**src/rtl/read_ptr_empty_if.sv**
```systemverilog
// rtl/read_ptr_empty_if.sv - read-side pointer/flag bundle of the async FIFO
interface read_ptr_empty_if #(
  parameter int ADDR_WIDTH = 4
);
  logic                  Rinc;
  logic [ADDR_WIDTH:0]   write_ptr_grey;
  logic [ADDR_WIDTH:0]   read_ptr_grey;
  logic [ADDR_WIDTH-1:0] read_addr;
  logic                  empty;
  logic                  almost_empty;
  logic [ADDR_WIDTH:0]   rd_level;
  logic                  underflow;

  // FIFO consumer / write-domain side
  modport master (
    output Rinc,
    output write_ptr_grey,
    input  read_ptr_grey,
    input  read_addr,
    input  empty,
    input  almost_empty,
    input  rd_level,
    input  underflow
  );

  // read pointer block
  modport slave (
    input  Rinc,
    input  write_ptr_grey,
    output read_ptr_grey,
    output read_addr,
    output empty,
    output almost_empty,
    output rd_level,
    output underflow
  );
endinterface

```
**src/rtl/read_ptr_empty.sv**
```systemverilog
// rtl/read_ptr_empty.sv - read pointer, write-pointer synchronizer and empty/level flags
module read_ptr_empty #(
  parameter int ADDR_WIDTH      = 4,
  parameter int ALMOST_EMPTY_TH = 1
) (
  input logic              R_CLK,
  input logic              RST,
  read_ptr_empty_if.slave  rif
);

  localparam int PW = ADDR_WIDTH + 1;
  localparam logic [PW-1:0] AE_TH = PW'(ALMOST_EMPTY_TH);

  logic [PW-1:0] wq1;
  logic [PW-1:0] wq2;
  logic [PW-1:0] rbin;
  logic [PW-1:0] rgray;
  logic [PW-1:0] level_q;
  logic          empty_q;
  logic          almost_empty_q;
  logic          underflow_q;

  logic          ren;
  logic [PW-1:0] rbin_next;
  logic [PW-1:0] rgray_next;
  logic [PW-1:0] wbin_s;
  logic [PW-1:0] level_next;

  // XOR-prefix from the MSB turns the synchronized Gray write pointer back to binary
  function automatic logic [PW-1:0] gray2bin(input logic [PW-1:0] g);
    logic [PW-1:0] b;
    b[PW-1] = g[PW-1];
    for (int i = PW - 2; i >= 0; i--) begin
      b[i] = b[i+1] ^ g[i];
    end
    return b;
  endfunction

  // next pointer values and the occupancy they leave behind; the read and any
  // newly synchronized write are folded into one compare on the same edge
  always_comb begin
    ren        = rif.Rinc & ~empty_q;
    rbin_next  = rbin + {{ADDR_WIDTH{1'b0}}, ren};
    rgray_next = rbin_next ^ (rbin_next >> 1);
    wbin_s     = gray2bin(wq2);
    level_next = wbin_s - rbin_next;
  end

  // two-flop synchronizer for the write-domain Gray pointer; only wq2 is consumed
  always_ff @(posedge R_CLK or posedge RST) begin
    if (RST) begin
      wq1 <= '0;
      wq2 <= '0;
    end else begin
      wq1 <= rif.write_ptr_grey;
      wq2 <= wq1;
    end
  end

  // read pointer (binary and Gray) and registered flags; empty compares the full
  // width so a wrap-bit difference reads as full rather than empty
  always_ff @(posedge R_CLK or posedge RST) begin
    if (RST) begin
      rbin           <= '0;
      rgray          <= '0;
      level_q        <= '0;
      empty_q        <= 1'b1;
      almost_empty_q <= 1'b1;
      underflow_q    <= 1'b0;
    end else begin
      rbin           <= rbin_next;
      rgray          <= rgray_next;
      level_q        <= level_next;
      empty_q        <= (rgray_next == wq2);
      almost_empty_q <= (level_next <= AE_TH);
      underflow_q    <= rif.Rinc & empty_q;
    end
  end

  assign rif.read_ptr_grey = rgray;
  assign rif.read_addr     = rbin[ADDR_WIDTH-1:0];
  assign rif.empty         = empty_q;
  assign rif.almost_empty  = almost_empty_q;
  assign rif.rd_level      = level_q;
  assign rif.underflow     = underflow_q;

endmodule

```
**src/flat_wrapper.sv**
```systemverilog
// flat-port wrapper written by rule: the top's interface ports become plain ports
module read_ptr_empty_flat 
#(
  parameter int ADDR_WIDTH      = 4,
  parameter int ALMOST_EMPTY_TH = 1
)
  (R_CLK, RST, rif_Rinc, rif_write_ptr_grey, rif_read_ptr_grey, rif_read_addr, rif_empty, rif_almost_empty, rif_rd_level, rif_underflow);
  read_ptr_empty_if #(.ADDR_WIDTH(ADDR_WIDTH)) rif_i ();
  input logic R_CLK;
  input logic RST;
  input wire logic [$bits(rif_i.Rinc)-1:0] rif_Rinc;
  input wire logic [$bits(rif_i.write_ptr_grey)-1:0] rif_write_ptr_grey;
  output wire logic [$bits(rif_i.read_ptr_grey)-1:0] rif_read_ptr_grey;
  output wire logic [$bits(rif_i.read_addr)-1:0] rif_read_addr;
  output wire logic [$bits(rif_i.empty)-1:0] rif_empty;
  output wire logic [$bits(rif_i.almost_empty)-1:0] rif_almost_empty;
  output wire logic [$bits(rif_i.rd_level)-1:0] rif_rd_level;
  output wire logic [$bits(rif_i.underflow)-1:0] rif_underflow;
  assign rif_i.Rinc = rif_Rinc;
  assign rif_i.write_ptr_grey = rif_write_ptr_grey;
  assign rif_read_ptr_grey = rif_i.read_ptr_grey;
  assign rif_read_addr = rif_i.read_addr;
  assign rif_empty = rif_i.empty;
  assign rif_almost_empty = rif_i.almost_empty;
  assign rif_rd_level = rif_i.rd_level;
  assign rif_underflow = rif_i.underflow;
  read_ptr_empty #(.ADDR_WIDTH(ADDR_WIDTH), .ALMOST_EMPTY_TH(ALMOST_EMPTY_TH)) u_core (.R_CLK(R_CLK), .RST(RST), .rif(rif_i));
endmodule
```
**config.mk**
```make
export PLATFORM = sky130hd
export DESIGN_NAME = read_ptr_empty_flat
export DESIGN_NICKNAME = d
export VERILOG_FILES = /design/src/rtl/read_ptr_empty_if.sv /design/src/rtl/read_ptr_empty.sv /design/src/flat_wrapper.sv
export SDC_FILE = /design/constraint.sdc
export NUM_CORES = 1
export LEC_CHECK = 0
export BUFFER_PORTS_ARGS = -buffer_cell sky130_fd_sc_hd__buf_2
export CAP_MARGIN = 20
export CORE_UTILIZATION = 52
export DETAILED_ROUTE_END_ITERATION = 8
export PLACE_DENSITY = 0.76
export SETUP_SLACK_MARGIN = 0.05
export SLEW_MARGIN = 20
export SYNTH_ARGS = -nofsm -noshare
export SYNTH_HDL_FRONTEND = slang
export SYNTH_SLANG_ARGS = --single-unit
```
**constraint.sdc**
```tcl
create_clock -name R_CLK -period 3.65 [get_ports R_CLK]
set_input_delay 0.73 -clock R_CLK [delete_from_list [all_inputs] [get_ports R_CLK]]
set_output_delay 0.73 -clock R_CLK [all_outputs]
set_load 0.01 [all_outputs]
```
# After elaboration in Yosys (flattened, before gate mapping)
# Index checks and enable logic that the tools add are counted.
[op_classes] n_lt_le_gt_ge=1 bitwise=8 add_sub_neg=2 eq_ne=1
[op_table] op="$add 5x1->5" n=1
[op_table] op="$eq 5x5->1" n=1
[op_table] op="$le 5x1->1 const B" n=1
[op_table] op="$sub 5x5->5" n=1
[op_table] op="$xor 5x4->5" n=1
[op_table] op="$xor 1x1->1" n=4
[op_table] op="$and 1x1->1" n=2
[op_table] op="$not 1->1" n=1
[totals] regBits=28 inputBits=8

# Longest topological paths before layout
# Gate-level depths: netlist of the first run.
[depth] depth_word=6 depth_mapped=9

# Worst setup path before layout of the first run
# Ideal clock, no wire load.
[synth_timing] kind="input to register" startpoint="in rif_Rinc" endpoint="reg u_core.almost_empty_q (netlist: u_core.rif.almost_empty)" slack_ns=0.681 cell_stages=8 arrival_ns=2.870 cell_sequence="nor2b_1 -> ha_1 -> ha_1 -> xnor2_1 -> ha_1 -> o21a_1 -> or3_1 -> a2111oi_4"
[synth_between] elab_chain_len=4
[synth_rtl] item="from (decl)" line_no="flat_wrapper.sv:11" source="input wire logic [$bits(rif_i.Rinc)-1:0] rif_Rinc;"
[synth_rtl] item="$and 1x1->1" line_no="read_ptr_empty.sv:42" source="ren = rif.Rinc & ~empty_q;"
[synth_rtl] item="$add 5x1->5" line_no="read_ptr_empty.sv:43" source="rbin_next = rbin + {{ADDR_WIDTH{1'b0}}, ren};"
[synth_rtl] item="$sub 5x5->5" line_no="read_ptr_empty.sv:46" source="level_next = wbin_s - rbin_next;"
[synth_rtl] item="$le 5x1->1" line_no="read_ptr_empty.sv:75" source="almost_empty_q <= (level_next <= AE_TH);"
[synth_rtl] item="to (signal assigned)" line_no="read_ptr_empty.sv:75"
[synth_rtl] item="to (decl)" line_no="read_ptr_empty.sv:20" source="logic almost_empty_q;"
# Every way passes these cells.

# Final worst setup path of the first run
[layout_timing] startpoint="reg u_core.wq2[4]" endpoint="reg u_core.almost_empty_q (netlist: u_core.rif.almost_empty)"
[layout_between] elab_chain_len=6
[layout_rtl] item="from (decl)" line_no="read_ptr_empty.sv:15" source="logic [PW-1:0] wq2;"
[layout_rtl] item="from (signal assigned)" line_no="read_ptr_empty.sv:56" source="wq2 <= wq1;"
[layout_rtl] item="$xor 1x1->1 (4 in a row)" line_no="read_ptr_empty.sv:34" source="b[i] = b[i+1] ^ g[i];"
[layout_rtl] item="$sub 5x5->5 *" line_no="read_ptr_empty.sv:46"
[layout_rtl] item="$le 5x1->1 *" line_no="read_ptr_empty.sv:75"
# Mark *: on every way between the ends. The rest lies on a longest branch, timed or not.

==> results.py, run 1 <==
metrics = {
    "final_layout": {
        "final-seq-area_um2": 678.2,
        "antenna_cells": 0,
        "fillers": 172,
        "layout.nets": 127,
        "drive_above_1_share": 0.3333,
        "area_growth_pct": 16.11,
        "multi_input_area_um2": 480.5,
        "final_cell_area_mm2": 0.001389,
    },
    "die": {
        "core.rowCount": 17,
        "start_util": 0.5460,
        "die_h_um": 49.96,
        "num_io_pins": 25,
        "core_mm2": 0.002191,
        "die_area_mm2": 0.002496,
        "fp.dieW_um": 49.96,
    },
    "logic_synthesis": {
        "synth_cells": 82,
        "yosysTopAreaCell": "dfrtp_1",
        "ys_warn_count": 0,
        "ys_ff_latch": 27,
        "ys_seq_area_frac": 0.5669,
        "syn-num-nets": 97,
        "syn_area_mm2": 0.001196,
        "netlist.area_leader.share": 0.5230,
        "yosysUniqueCellTypes": 28,
        "synth_area_per_cell_um2": 14.59,
        "synth_area_leaders": "dfrtp_1, ha_1, xor2_1",
    },
    "sta": {
        "fin_ws_ns": 0.4700,
        "worst_hold_slack_ns": 0.3704,
        "skew_ns": 0.006403,
        "tightest_slew_ns": 0.5361,
        "max_clock_freq_ghz": 0.3145,
        "final_max_slew_viol_count": 0,
        "period_share": 0.8712,
        "slew_headroom": 0.6421,
        "hold_viol_final": 0,
        "setup_tns_ns": 0,
        "rsz0062_at_grt": "no",
        "fin_crit_ns": 3.180,
        "setup_violations": 0,
    },
    "worst_setup_path": {
        "path_buf_inv": 0,
        "max_stage_delay_ns": 0.46,
        "crit_type": "reg -> reg",
        "worstPathArrival_ns": 3.41,
        "reg2regPathDepth": 9,
        "cp_slowest_cell": "dfrtp_1",
        "critPathMaxFanout": 5,
        "path_delay_family": "XOR/XNOR gates",
        "critical_path.cell_chain": "xnor3_2 -> xor2_1 -> xor2_1 -> ha_1 -> fa_1 -> nor2b_1 -> or3b_1 -> and4_4 -> a2111oi_4",
        "cp.required_ns": 3.88,
        "critical_path_depth": 9,
        "crit_top_cell": "xor2_1",
        "cp-end-kind": "flip-flop",
        "start_kind": "flip-flop",
    },
    "power": {
        "p_per_area_mw_per_mm2": 972.1,
        "ir_drop_mv": 0.6864,
        "p_leak_uw": 0.0007182,
    },
    "clock_tree": {
        "path_clk_slew_ns": 0.15,
        "cts.sinks": 27,
        "cts_root_buf": "clkbuf_4",
        "holdBufCountCts": 0,
        "cts-buffers-inserted": 3,
        "clkLatencyLatePin_ns": 0.32,
        "tritoncts": "built",
        "clk_path_buf_depth": 2,
        "cts.htree.levels": 1,
        "postCtsSetupRepairBufs": 0,
        "postCtsResizedCells": 0,
    },
    "hold_path": {
        "hold_path_class": "reg -> reg",
        "holdPathStages": 0,
    },
    "grt": {
        "gr-total-overflow": 0,
        "antenna_found_initial": 0,
        "grt_pass1_vias": 700,
        "grt_pass1_wl_mm": 3.049,
        "grt_max_degree": 28,
        "grt_usage": 0.1708,
    },
    "place": {
        "io_buffer_count": 24,
        "dp_hpwl_mm": 1.380,
        "placed_area_mm2": 0.001359,
        "pre_cts_slack_ns": 0.5228,
        "gp_congestion": 0.8076,
    },
    "drt": {
        "first_pass_iters": 4,
        "postRouteAntennaNets": 0,
        "drt_iter0_markers": 13,
        "via_per_inst": 4.892,
        "drc": 0,
        "drt-total-wl_mm": 1.787,
        "wl_per_cell_um": 12.86,
        "vias": 680,
    },
    "job": {
        "max-cap-violations": 0,
    },
    "run_status": {
        "status": "completed",
    },
}
flip-flops by register name, summed over array words and instances, names as in the netlist:
register                  cells
u_core.rif.read_ptr_grey      4
u_core.rbin                   5
u_core.wq2                    5
u_core.rif.empty              1
u_core.rif.underflow          1
u_core.rif.rd_level           5
u_core.wq1                    5
u_core.rif.almost_empty       1
power breakdown:
group | internal, uW | switching [uW]
Combinational | 391 | 383
Clock | 41.9 | 87.1
Sequential | 405 | 42.1
per-stage QoR:
| step | total power, uW | instances | util |
|---|---|---|---|
| 5_1_grt | 1459 | 139 | 0.6339 |
| 6_report | 1350 | 139 | 0.6339 |
| 2_1_floorplan | 1034 | 82 | - |
| 3_5_place_dp | 1233 | 135 | 0.6202 |
| 3_3_place_gp | 1210 | 135 | 0.6202 |
| 4_1_cts | 1370 | 139 | 0.6339 |
final timing paths:
check	startpoint	to	slack [ns]
max	u_core.wq2[4]$_DFF_PP0_	u_core.rif.almost_empty$_DFF_PP1_	0.47
min	u_core.wq1[2]$_DFF_PP0_	u_core.wq2[2]$_DFF_PP0_	0.37
max reg2reg	u_core.wq2[4]$_DFF_PP0_	u_core.rif.almost_empty$_DFF_PP1_	0.47
min reg2reg	u_core.wq1[2]$_DFF_PP0_	u_core.wq2[2]$_DFF_PP0_	0.37
max in group asynchronous	RST	u_core.rif.almost_empty$_DFF_PP1_	2.85
min in group asynchronous	RST	u_core.wq2[1]$_DFF_PP0_	0.42
layout by cell type, fill, tap and decap left out, types with 2 or more instances in the layout:
cell type   n
dfrtp_1    25
buf_2      24
inv_1       9
xor2_1      8
ha_1        6
xnor2_1     4
nand3_1     3
nor2b_1     3
clkbuf_4    3
and2_1      2
dfstp_2     2
worst reg2reg max path, delay by kind of cell, from the launching register on:
kind                       cells  cell delay [ns]
and+or+nand+nor                3             0.75
AOI/OAI and AO/OA              1             0.26
adders and majority gates      2             0.71
xor gates and xnor gates       3             0.91
DFF                            1             0.46
synthesized netlist by cell type:
library cell / instances
xnor3_4: 1
o21ai_0: 1
o2111a_1: 1
or3_1: 1
inv_1: 10
nor3_1: 1
or3b_1: 1
nor2b_1: 3
and4_4: 1
xnor2_1: 4
nand3_1: 3
ha_1: 6
xnor3_1: 1
fa_1: 1
and2_1: 2
xor3_4: 1
xnor3_2: 1
o21a_1: 1
a21oi_1: 1
nand2_1: 1
or2_1: 1
a31oi_1: 1
xor3_1: 1
dfstp_2: 2
a2111oi_4: 1
and3_1: 1
dfrtp_1: 25
xor2_1: 8
routing by layer:
layer  wire length [um]  track usage
met4                 16       0.1143
met5                  0            0
met3                 73      0.01852
met2                930       0.2838
met1                767       0.2088
final cells by class:
class,instances,share of cell area
sequential,27,0.4883
multi-input combinational,45,0.3459
timing repair buffer,25,0.09189
inverter,10,0.02703
tap,28,0.02523
clock buffer,3,0.01622
clock inverter,1,0.005405
kinds of logic after synthesis:
kind of cell | share of synthesized area
flops | 0.5669
xor+xnor | 0.1914
compound gates | 0.05230
simple gates | 0.07845
fa+ha+maj | 0.07950
buf+inv | 0.03138
(Power assumes the default switching activity.)
==> run 2: changes to the inputs <==
==> constraint.sdc (replaced) <==
create_clock -name R_CLK -period 3.65 [get_ports R_CLK]
set_input_delay 0.365 -clock R_CLK [delete_from_list [all_inputs] [get_ports R_CLK]]
set_output_delay 0.365 -clock R_CLK [all_outputs]
set_load 0.01 [all_outputs]
==> results.py, run 2 (same netlist as run 1, synthesis figures left out) <==
metrics = {
    "die": {
        "fp.dieW_um": 49.96,
        "core_mm2": 0.002191,
        "die_area_mm2": 0.002496,
        "core.rowCount": 17,
        "num_io_pins": 25,
        "die_h_um": 49.96,
        "start_util": 0.5460,
    },
    "worst_setup_path": {
        "cp_slowest_cell": "dfrtp_1",
        "reg2reg_slack_ns": 0.53,
        "worstPathArrival_ns": 3.35,
        "crit_top_cell": "xor2_1",
        "critical_path.cell_chain": "xnor3_2 -> xor2_1 -> xor2_1 -> ha_1 -> fa_1 -> nor2b_1 -> or3b_1 -> and4_4 -> a2111oi_4",
        "cp.required_ns": 3.88,
        "critPathCapture": "u_core.rif.almost_empty$_DFF_PP1_",
        "max_stage_delay_ns": 0.45,
        "startpoint": "u_core.wq2[4]$_DFF_PP0_",
        "crit_type": "reg -> reg",
        "critPathMaxFanout": 5,
        "reg2reg_from": "u_core.wq2[4]$_DFF_PP0_",
        "start_kind": "flip-flop",
        "reg2regPathDepth": 9,
        "r2r_end": "u_core.rif.almost_empty$_DFF_PP1_",
        "cp-end-kind": "flip-flop",
    },
    "clock_tree": {
        "clkLatencyLatePin_ns": 0.31,
        "clk_path_buf_depth": 2,
        "tritoncts": "built",
        "cts.htree.levels": 1,
        "cts_root_buf": "clkbuf_4",
        "path_clk_slew_ns": 0.13,
        "postCtsResizedCells": 0,
        "postCtsSetupRepairBufs": 0,
        "holdBufCountCts": 0,
        "cts-buffers-inserted": 3,
        "cts.sinks": 27,
    },
    "power": {
        "design_power_total_uw": 1341,
        "ir_drop_mv": 0.5576,
        "p_per_area_mw_per_mm2": 968.4,
        "p_leak_uw": 0.0007166,
    },
    "drt": {
        "first_pass_iters": 3,
        "drt-total-wl_mm": 1.716,
        "drc": 0,
        "drt_iter0_markers": 5,
        "postRouteAntennaNets": 0,
        "vias": 669,
        "wl_per_cell_um": 12.35,
        "via_per_inst": 4.813,
    },
    "sta": {
        "fin_crit_ns": 3.124,
        "skew_ns": 0.003515,
        "setup_violations": 0,
        "setup_tns_ns": 0,
        "tightest_slew_ns": 0.9377,
        "period_share": 0.8559,
        "slew_headroom": 0.3710,
        "rsz0062_at_grt": "no",
        "hold_viol_final": 0,
        "max_clock_freq_ghz": 0.3201,
        "final_max_slew_viol_count": 0,
    },
    "job": {
        "max-cap-violations": 0,
    },
    "place": {
        "io_buffer_count": 24,
        "dp_hpwl_mm": 1.319,
        "gp_congestion": 0.7394,
    },
    "hold_path": {
        "hold_path_class": "in -> async",
    },
    "final_layout": {
        "fillers": 182,
        "final_common_cell": "dfrtp_1",
        "final_cell_mix": "dfrtp_1, buf_2, inv_1",
        "antenna_cells": 0,
        "area_growth_pct": 15.80,
        "layout.nets": 127,
        "drive_above_1_share": 0.3153,
    },
    "grt": {
        "gr-total-overflow": 0,
        "grt_pass1_vias": 681,
        "grt_pass1_wl_mm": 2.884,
        "grt_usage": 0.1611,
        "grt_max_degree": 28,
        "antenna_found_initial": 0,
    },
    "run_status": {
        "status": "completed",
    },
}
-- run 2: layout make-up --
type | instances | area, um^2 | share of cell area
tap | 28 | 35.03 | 0.02529
inverter | 10 | 37.54 | 0.02710
clock buffer | 4 | 26.28 | 0.01897
multi-input combinational | 45 | 480.5 | 0.3469
sequential | 27 | 678.2 | 0.4896
timing repair buffer | 25 | 127.6 | 0.09214
-- run 2: critical path, delay by kind of cell, from the launching register on --
kind	cells	cell delay (ns)
AOI/OAI and AO/OA	1	0.26
xor gates and xnor gates	3	0.88
adders and majority gates	2	0.70
DFF	1	0.45
and+or+nand+nor	3	0.75
-- run 2: worst min path at each step --
stage / cells past startpoint / slack [ns] / endpoint
4_1_cts: 1 / 0.14 / u_core.wq1[1]$_DFF_PP0_
6_report: 2 / 0.12 / u_core.wq1[4]$_DFF_PP0_
2_1_floorplan: 0 / 0.33 / u_core.wq2[0]$_DFF_PP0_
5_1_grt: 1 / 0.12 / u_core.wq1[4]$_DFF_PP0_
3_3_place_gp: 0 / 0.33 / u_core.wq2[3]$_DFF_PP0_
3_5_place_dp: 0 / 0.34 / u_core.wq2[1]$_DFF_PP0_
-- run 2: metrics by stage --
step,instances,setup slack [ns],utilization,area (um^2),hold slack (ns)
3_5_place_dp,135,0.5760,0.6202,1359,0.3411
5_1_grt,139,0.3890,0.6322,1385,0.1184
3_3_place_gp,135,0.6581,0.6202,1359,0.3347
6_report,139,0.5261,0.6322,1385,0.1231
4_1_cts,139,0.5279,0.6322,1385,0.1368
2_1_floorplan,82,0.7216,-,1196,0.3312
-- run 2: power breakdown --
| group | switching (uW) | total (uW) | internal, uW |
|---|---|---|---|
| combinational | 382 | 773 | 391 |
| sequential | 41.0 | 446 | 405 |
| clock | 79.8 | 122 | 42.7 |
| total | 503 | 1340 | 838 |
-- run 2: per-layer routing --
layer | share of wire | wire (um) | global-route usage | up-vias
met4 | 0.015 | 25 | 0.08571 | 0
li1 | - | - | - | 327
met3 | 0.032 | 55 | 0.02778 | 4
met2 | 0.52 | 894 | 0.2703 | 16
met5 | 0 | 0 | 0 | -
met1 | 0.43 | 740 | 0.1971 | 322
